`src/rtl/ece571_pkg.sv`:
```
// Shared types and default widths for the execute/write-back sequencer.
package ece571_pkg;

   localparam int DATA_W_DEF = 32;
   localparam int ADDR_W_DEF = 4;

   // ALU opcodes; the encoding is fixed because it arrives on a 3-bit bus.
   typedef enum logic [2:0] {
      OP_ADD = 3'd0,
      OP_SUB = 3'd1,
      OP_AND = 3'd2,
      OP_OR  = 3'd3,
      OP_XOR = 3'd4,
      OP_SLL = 3'd5,
      OP_SRL = 3'd6,
      OP_MUL = 3'd7
   } op_e;

   // Sequencer FSM states.
   typedef enum logic [1:0] {
      IDLE = 2'd0,
      EXEC = 2'd1,
      MUL  = 2'd2,
      WB   = 2'd3
   } state_e;

endpackage

```
`src/rtl/ece571_seq_mul.sv`:
```
// Iterative shift-add multiplier returning the low DATA_W bits of a*b.
// One partial product is folded in per cycle for STEPS cycles after start.
// done and product are combinational during the final step so the owner
// can capture the result on the same edge that retires the last step.
module ece571_seq_mul
   import ece571_pkg::*;
#(
   parameter int DATA_W = DATA_W_DEF,
   parameter int STEPS  = DATA_W_DEF
) (
   input  logic              clk,
   input  logic              reset,
   input  logic              start,
   input  logic [DATA_W-1:0] a,
   input  logic [DATA_W-1:0] b,
   output logic              busy,
   output logic              done,
   output logic [DATA_W-1:0] product
);

   localparam int CNT_W = (STEPS > 1) ? $clog2(STEPS) : 1;

   logic              running;
   logic [CNT_W-1:0]  count;
   logic [DATA_W-1:0] mcand;
   logic [DATA_W-1:0] mplier;
   logic [DATA_W-1:0] acc;
   logic [DATA_W-1:0] acc_next;

   assign acc_next = acc + (mplier[0] ? mcand : '0);
   assign product  = acc_next;
   assign busy     = running;
   assign done     = running && (count == CNT_W'(STEPS - 1));

   // Control: run flag and step counter, cleared by reset.
   always_ff @(posedge clk) begin
      if (reset) begin
         running <= 1'b0;
         count   <= '0;
      end else if (start) begin
         running <= 1'b1;
         count   <= '0;
      end else if (running) begin
         count <= count + 1'b1;
         if (done) begin
            running <= 1'b0;
         end
      end
   end

   // Datapath: load operands on start, then shift and accumulate each step.
   always_ff @(posedge clk) begin
      if (start) begin
         mcand  <= a;
         mplier <= b;
         acc    <= '0;
      end else if (running) begin
         acc    <= acc_next;
         mcand  <= mcand << 1;
         mplier <= mplier >> 1;
      end
   end

endmodule

```
`src/rtl/ece571_exec_wb_sequencer.sv`:
```
// Single-issue execute/write-back sequencer in front of the register file.
// Accepts one instruction in IDLE, reads operands in EXEC, optionally runs
// the iterative multiplier, then issues a single write-back pulse in WB.
module ece571_exec_wb_sequencer
   import ece571_pkg::*;
#(
   parameter int DATA_W    = DATA_W_DEF,
   parameter int ADDR_W    = ADDR_W_DEF,
   parameter int MUL_STEPS = 32
) (
   input  logic              clk,
   input  logic              reset,
   input  logic              in_valid,
   output logic              in_ready,
   input  op_e               in_op,
   input  logic [ADDR_W-1:0] in_rd,
   input  logic [ADDR_W-1:0] in_rs1,
   input  logic [ADDR_W-1:0] in_rs2,
   output logic [ADDR_W-1:0] rf_read_addr1,
   output logic [ADDR_W-1:0] rf_read_addr2,
   input  logic [DATA_W-1:0] rf_read_data1,
   input  logic [DATA_W-1:0] rf_read_data2,
   output logic [ADDR_W-1:0] rf_write_addr,
   output logic [DATA_W-1:0] rf_write_data,
   output logic              rf_we,
   output logic              busy,
   output logic              done
);

   localparam int SHW = $clog2(DATA_W);

   state_e            state;
   op_e               op_q;
   logic [ADDR_W-1:0] rd_q;
   logic [ADDR_W-1:0] rs1_q;
   logic [ADDR_W-1:0] rs2_q;

   logic              mul_start;
   logic              mul_busy;
   logic              mul_done;
   logic [DATA_W-1:0] mul_product;

   // Single-cycle ALU; results wrap to DATA_W, shifts use the low SHW bits of b.
   function automatic logic [DATA_W-1:0] alu(input op_e op,
                                             input logic [DATA_W-1:0] a,
                                             input logic [DATA_W-1:0] b);
      logic [SHW-1:0] sh;
      sh = b[SHW-1:0];
      case (op)
         OP_ADD:  alu = a + b;
         OP_SUB:  alu = a - b;
         OP_AND:  alu = a & b;
         OP_OR:   alu = a | b;
         OP_XOR:  alu = a ^ b;
         OP_SLL:  alu = a << sh;
         OP_SRL:  alu = a >> sh;
         default: alu = '0;
      endcase
   endfunction

   assign in_ready      = (state == IDLE);
   assign busy          = (state != IDLE);
   assign rf_read_addr1 = rs1_q;
   assign rf_read_addr2 = rs2_q;
   assign mul_start     = (state == EXEC) && (op_q == OP_MUL);

   ece571_seq_mul #(
      .DATA_W (DATA_W),
      .STEPS  (MUL_STEPS)
   ) u_mul (
      .clk     (clk),
      .reset   (reset),
      .start   (mul_start),
      .a       (rf_read_data1),
      .b       (rf_read_data2),
      .busy    (mul_busy),
      .done    (mul_done),
      .product (mul_product)
   );

   // Sequencer FSM with instruction latch and registered write-back outputs.
   always_ff @(posedge clk) begin
      if (reset) begin
         state         <= IDLE;
         op_q          <= OP_ADD;
         rd_q          <= '0;
         rs1_q         <= '0;
         rs2_q         <= '0;
         rf_write_addr <= '0;
         rf_write_data <= '0;
         rf_we         <= 1'b0;
         done          <= 1'b0;
      end else begin
         rf_we <= 1'b0;
         done  <= 1'b0;
         case (state)
            IDLE: begin
               if (in_valid) begin
                  op_q  <= in_op;
                  rd_q  <= in_rd;
                  rs1_q <= in_rs1;
                  rs2_q <= in_rs2;
                  state <= EXEC;
               end
            end
            EXEC: begin
               if (op_q == OP_MUL) begin
                  state <= MUL;
               end else begin
                  rf_write_addr <= rd_q;
                  rf_write_data <= alu(op_q, rf_read_data1, rf_read_data2);
                  rf_we         <= 1'b1;
                  done          <= 1'b1;
                  state         <= WB;
               end
            end
            MUL: begin
               if (mul_busy && mul_done) begin
                  rf_write_addr <= rd_q;
                  rf_write_data <= mul_product;
                  rf_we         <= 1'b1;
                  done          <= 1'b1;
                  state         <= WB;
               end
            end
            WB: begin
               state <= IDLE;
            end
            default: begin
               state <= IDLE;
            end
         endcase
      end
   end

endmodule
```
`config.mk`:
```
export PLATFORM = sky130hd
export DESIGN_NAME = ece571_exec_wb_sequencer
export DESIGN_NICKNAME = d
export VERILOG_FILES = /design/src/rtl/ece571_pkg.sv /design/src/rtl/ece571_seq_mul.sv /design/src/rtl/ece571_exec_wb_sequencer.sv
export SDC_FILE = /design/constraint.sdc
export NUM_CORES = 1
export LEC_CHECK = 0
export CORE_MARGIN = 2
export CORE_UTILIZATION = 45
export CTS_CLUSTER_DIAMETER = 80
export DETAILED_ROUTE_END_ITERATION = 6
export PLACE_DENSITY = 0.78
export SKIP_CTS_REPAIR_TIMING = 1
export SYNTH_ARGS = -nofsm -noshare
export SYNTH_HDL_FRONTEND = slang
export SYNTH_SLANG_ARGS = --single-unit
```
`constraint.sdc`:
```
create_clock -name clk -period 4.7 [get_ports clk]
set_clock_uncertainty 0.15 [all_clocks]
set_input_delay 0.47 -clock clk [delete_from_list [all_inputs] [get_ports clk]]
set_output_delay 0.47 -clock clk [all_outputs]
set_load 0.01 [all_outputs]
```
==> metrics.csv, run 1 <==
metric,value,unit
status,"complete, but fails checks",
failing checks,DRC,
Crit path arrival time,4.58,ns
endpoint type of the worst setup path,register,
Clock transition at path regs,0.07,ns
Cells after Synth,1942,
R2R depth,14,
largest cells by area after synthesis,"edfxtp_1 (12%), dfxtp_1 (12%), ha_1 (11%)",
"delay-heaviest family, CP",compound AO/OA/AOI/OAI gates,
Final Instance Area,0.0183,sq mm
vias per cell,6.32,
synthesized area,0.0155,sq mm
relative slew slack,0.261,
ANT nets after route,0,
Min-Delay Path Class,register to register,
Fmax,229,MHz
crit share post-route,0.930,
number of synthesized register bits,156,
Setup WS pre-CTS,-0.186,ns
hold path depth,2,
Final Max Slew Viols,0,
die height,189,um
CTS tree,yes,
Stages on worst setup path,18,
Tmin final,4.37,ns
H-tree depth,4,
pin count of the biggest net entering global routing,80,
Setup WS post-layout,0.331,ns
die span in x,189,um
initial core utilization,0.459,
most frequent cell after synthesis,nand2_1,
Clock Sinks,156,
initial antenna violation count,2,
Top Ports,130,
share of post-route cells with drive strength above 1,0.122,
worst-margin pin slew,1.10,ns
gpl congestion,1.01,
WP buf/inv,2,
total gr overflow,0,
"Slowest-stage cell, CP",or3_4,
post-synthesis net count,2159,
post-synthesis cell type count,86,
P&R area growth vs syn,18.5,%
dpl hpwl,49100,um
CP startpoint kind,input pin,
Max clock buf depth,2,
die area,0.0359,sq mm
Num CTS Buffers,17,
all-layer global routing usage,0.351,
"Clk Latency, worst-skew pair",0.46,ns
# diodes,0,
power density cells,370,mW/mm^2
Worst VDD drop,0.272,mV
"Seq/Total Area, Yosys",0.243,
DP Cell Count,2522,
Starting DRT DRC Count,1887,
core area,0.0337,sq mm
DR WL/cell,24.9,um
first-pass GRT wire length,94500,um
Remaining DRCs,2,
Main synth FF type,dfxtp_1,
Rows,67,
"Async S/R FF share, synth",0,
Worst Path Max Fanout,3,
clk root buf,clkbuf_16,
Yosys top cell by area,edfxtp_1,
Max-Cap Viols,0,
synth warn,0,
"Setup violations, final",0,
Final Non-Filler Cells,2554,
vias in the first global route,15200,
most instantiated cells after synthesis,"nand2_1 (270), nor2_1 (182), o21ai_0 (165)",
Final Hold Vio Count,0,
CP Cell Sequence,"clkdlybuf4s50_1, or3_4, nor3_4, and3_2, nand2_1, buf_4, o31ai_1, xnor2_1, ha_1, a21oi_1, o21a_1, o221ai_1, or3b_1, a31o_2, a31oi_1, xnor2_1, a21oi_1, o31ai_1",
Port Buffer Count,129,
RSZ-0062 raised after global routing,no,
average size of a mapped cell,7.96,sq um
via count,16100,
Leakage,7.67,nW
worst path required time,4.91,ns
Post-Place Cell Area,0.0177,sq mm
Synth top area share,0.124,
final wirelength,63600,um
First-pass DRT Iterations,7,
CP Class,input pin to register,
Post-synth EDFFs,64,
Final Net Count,2310,
"Largest stage delay, worst path",0.45,ns
[logic make-up after synthesis]
kind of cell             after synthesis  share of synthesized area
AO/OA/AOI/OAI                        573                      0.237
AND/OR/NAND/NOR                      645                      0.188
multiplexers                         138                      0.118
XOR/XNOR                              79                     0.0452
adder cells (fa/ha/maj)              135                      0.110
flip-flops                           156                      0.243
buffers and inverters                216                     0.0576
[registers in the layout, summed over array words and instances, names as in the netlist, 5 cells and up]
signal         count
u_mul.count        5
u_mul.mplier      32
rf_write_data     32
u_mul.acc         32
u_mul.mcand       32
[worst reg2reg max path, stage by stage (launching register included)]
cell       delay (ns)
dfxtp_1          0.32
nor2_2           0.32
nand2_2          0.27
a21o_1           0.29
fa_1             0.43
nand2b_1         0.20
a21oi_1          0.30
o211ai_1         0.21
and3_1           0.24
o41ai_2          0.49
xnor2_1          0.17
nor2_1           0.13
a2111oi_1        0.48
buf_4            0.20
nor3_1           0.05
[where the power goes]
group          switching, mW  internal, mW
clock                  0.694         0.705
combinational           2.25          1.46
sequential             0.113          1.56
[placed cells by master, fill, tap and decap left out, types with 40 or more instances in the layout]
master             n
xnor2_1           59
dfxtp_1           90
inv_1             87
and2_1            40
nor2_1           181
edfxtp_1          64
nand2_1          268
buf_4            130
o21ai_0          165
mux2i_1           81
a21oi_1          141
clkdlybuf4s50_1  124
a211oi_1          46
ha_1             133
[final timing paths]
kind / from / to / slack, ns
max reg2reg: op_q[2] / rf_write_data[20] / 0.33
min: rd_q[2] / rd_q[2] / 0.31
min reg2reg: rd_q[2] / rd_q[2] / 0.31
max: rf_read_data2[5] / rf_write_data[31] / 0.33
[through the flow]
step           power (mW)  TNS [ns]  utilization  hold WS [ns]
6_report             6.79         0        0.543         0.307
5_1_grt              7.09         0        0.543         0.320
4_1_cts              6.70         0        0.543         0.304
3_5_place_dp         5.29    -0.816        0.526         0.298
3_3_place_gp         5.25    -0.343        0.526         0.287
2_1_floorplan        3.74         0            -         0.282
[cell type report]
cell class              instances  area [sq um]
inverters                      90           338
clock buffers                  17           425
clock inverters                15           145
multi-input cells            1570         10800
repair buffers                258          2240
fillers                      3203         15400
flip-flops and latches        156          3770
well taps                     448           561
[per-layer routing]
layer | track usage | up-vias | part of all wire
met3 | 0.0591 | 112 | 0.097
met1 | 0.487 | 7740 | 0.43
met2 | 0.552 | 893 | 0.44
met4 | 0.123 | 0 | 0.033
met5 | 0 | - | 0
li1 | - | 7388 | -
No activity file was read; power rests on OpenSTA's default activity.
==> run 2, diff against run 1 <==
--- a/config.mk
+++ b/config.mk
@@ -8,9 +8,9 @@
 export CORE_MARGIN = 2
 export CORE_UTILIZATION = 45
 export CTS_CLUSTER_DIAMETER = 80
+export CTS_CLUSTER_SIZE = 12
 export DETAILED_ROUTE_END_ITERATION = 6
 export PLACE_DENSITY = 0.78
-export SKIP_CTS_REPAIR_TIMING = 1
 export SYNTH_ARGS = -nofsm -noshare
 export SYNTH_HDL_FRONTEND = slang
 export SYNTH_SLANG_ARGS = --single-unit
==> results of run 2 <==
No change in the layout: final DEF, timing and power equal those of run 1.
==> run 3, diff against run 2 <==
--- a/config.mk
+++ b/config.mk
@@ -10,7 +10,7 @@
 export CTS_CLUSTER_DIAMETER = 80
 export CTS_CLUSTER_SIZE = 12
 export DETAILED_ROUTE_END_ITERATION = 6
-export PLACE_DENSITY = 0.78
+export PLACE_DENSITY = 0.67
 export SYNTH_ARGS = -nofsm -noshare
 export SYNTH_HDL_FRONTEND = slang
 export SYNTH_SLANG_ARGS = --single-unit
==> metrics.csv, run 3 (synthesis results as in run 1) <==
metric,value,unit
status,completed,
number of setup buffers added after CTS,0,
# diodes,0,
clock power share,0.221,
"Setup violations, final",0,
clk root buf,clkbuf_16,
"Clk Latency, worst-skew pair",0.46,ns
Leakage,7.64,nW
Num CTS Buffers,17,
Hold Buf Count CTS,0,
Clock Sinks,156,
Power Total,6.86,mW
vias per cell,6.28,
"Slowest-stage cell, CP",o21ai_0,
Remaining DRCs,0,
RSZ-0062 raised after global routing,no,
combinational power share,0.536,
final wirelength,62700,um
Final Instance Area,0.0183,sq mm
"Largest stage delay, worst path",0.50,ns
all-layer global routing usage,0.345,
vias in the first global route,15100,
Crit path arrival time,4.78,ns
via count,16000,
Final Hold Vio Count,0,
Fmax,217,MHz
Final Net Count,2297,
die height,189,um
switching power share of the total,0.438,
share of post-route cells with drive strength above 1,0.116,
pin count of the biggest net entering global routing,69,
Setup WS pre-CTS,-0.142,ns
"commonest non-fill, non-tap cell in the layout",nand2_1,
die span in x,189,um
dpl hpwl,48200,um
"commonest cells after routing, fill and taps aside","nand2_1 (269), nor2_1 (182), o21ai_0 (165)",
core area,0.0337,sq mm
Fillers,3268,
DR WL/cell,24.7,um
Multi-input gate area,0.0108,sq mm
"Top cell by count, worst path",buf_4,
power density cells,375,mW/mm^2
Reg area,0.00377,sq mm
first-pass GRT wire length,93300,um
CP Class,input pin to register,
total gr overflow,0,
die area,0.0359,sq mm
Worst VDD drop,0.290,mV
gpl congestion,1.02,
Worst Path Max Fanout,4,
Final Max Slew Viols,0,
P&R area growth vs syn,18.2,%
CP Cell Sequence,"clkdlybuf4s50_1, or3_4, nor3_2, buf_4, a41oi_1, xnor2_1, ha_1, a21oi_1, a21boi_0, buf_4, a31o_2, o21ai_0, xnor2_1, nor2_1, o21ai_0, buf_4, a211oi_1",
Reg power frac,0.243,
Max clock buf depth,2,
First-pass DRT Iterations,6,
Max-Cap Viols,0,
sw power,3.00,mW
H-tree depth,4,
initial antenna violation count,2,
worst path required time,4.88,ns
Port Buffer Count,129,
crit share post-route,0.980,
ANT nets after route,0,
worst-margin pin slew,0.989,ns
Min-Delay Path Class,register to register,
initial core utilization,0.459,
Post-Place Cell Area,0.0176,sq mm
CP startpoint kind,input pin,
CTS tree,yes,
Rows,67,
endpoint type of the worst setup path,register,
Clock transition at path regs,0.07,ns
Setup WS post-layout,0.0946,ns
Top Ports,130,
Int Power,3.86,mW
Starting DRT DRC Count,2064,
relative slew slack,0.335,
Tmin final,4.61,ns
run 3: cell count changes in the layout (fill, tap and decap cells not counted), sizes merged:
cell / before / now
bufinv: 0 / 3
inv: 100 / 98
clkinvlp: 1 / 0
buf: 134 / 121
run 3: worst paths after layout:
kind	startpoint	to	slack (ns)	depth (start not counted)
min	rd_q[2]	rf_write_addr[2]	0.31	2
min reg2reg	rd_q[2]	rf_write_addr[2]	0.31	2
max reg2reg	op_q[2]	rf_write_data[18]	0.22	17
max	rf_read_data2[5]	rf_write_data[18]	0.09	17
run 3: cell type report:
| cell class | instances | share of cell area |
|---|---|---|
| Clock buffer | 17 | 0.0233 |
| Clock inverter | 15 | 0.0109 |
| Inverter | 90 | 0.0185 |
| Multi-Input combinational cell | 1570 | 0.593 |
| Sequential cell | 156 | 0.206 |
| Tap cell | 448 | 0.0307 |
| Timing Repair Buffer | 245 | 0.118 |
run 3: power by group through the flow:
stage	sequential [mW]	clock [mW]	combinational, mW
3_5_place_dp	1.69	0	3.55
2_1_floorplan	1.71	0	2.03
5_1_grt	1.68	1.58	3.92
6_report	1.67	1.52	3.68
3_3_place_gp	1.69	0	3.53
4_1_cts	1.67	1.54	3.57
run 3: stage by stage:
step,utilization,instances,hold slack (ns),TNS (ns)
after floorplan,-,1942,0.282,0
final,0.542,2541,0.308,0
after global placement,0.523,2509,0.290,-0.236
after detailed placement,0.523,2509,0.296,-0.750
after global routing,0.542,2541,0.331,0
after CTS,0.542,2541,0.307,0
run 3: repair_timing:
item                                    CTS  global route
endpoints found under the setup margin    0             3
gates resized for setup                   0             2
endpoints found under the hold margin     0             0
run 3: layer usage:
metal,wire length (um),global-route usage,vias up
li1,-,-,7356
met1,27100,0.476,7613
met2,27400,0.532,873
met3,6450,0.0838,112
met4,1840,0.109,2
met5,13,0,-
run 3: worst max-delay path, delay by kind of cell:
kind / cells / cell delay [ns]
xor+xnor: 2 / 0.50
fa+ha+maj: 1 / 0.31
simple gates: 3 / 0.75
compound gates: 7 / 1.73
buf+inv: 4 / 1.02
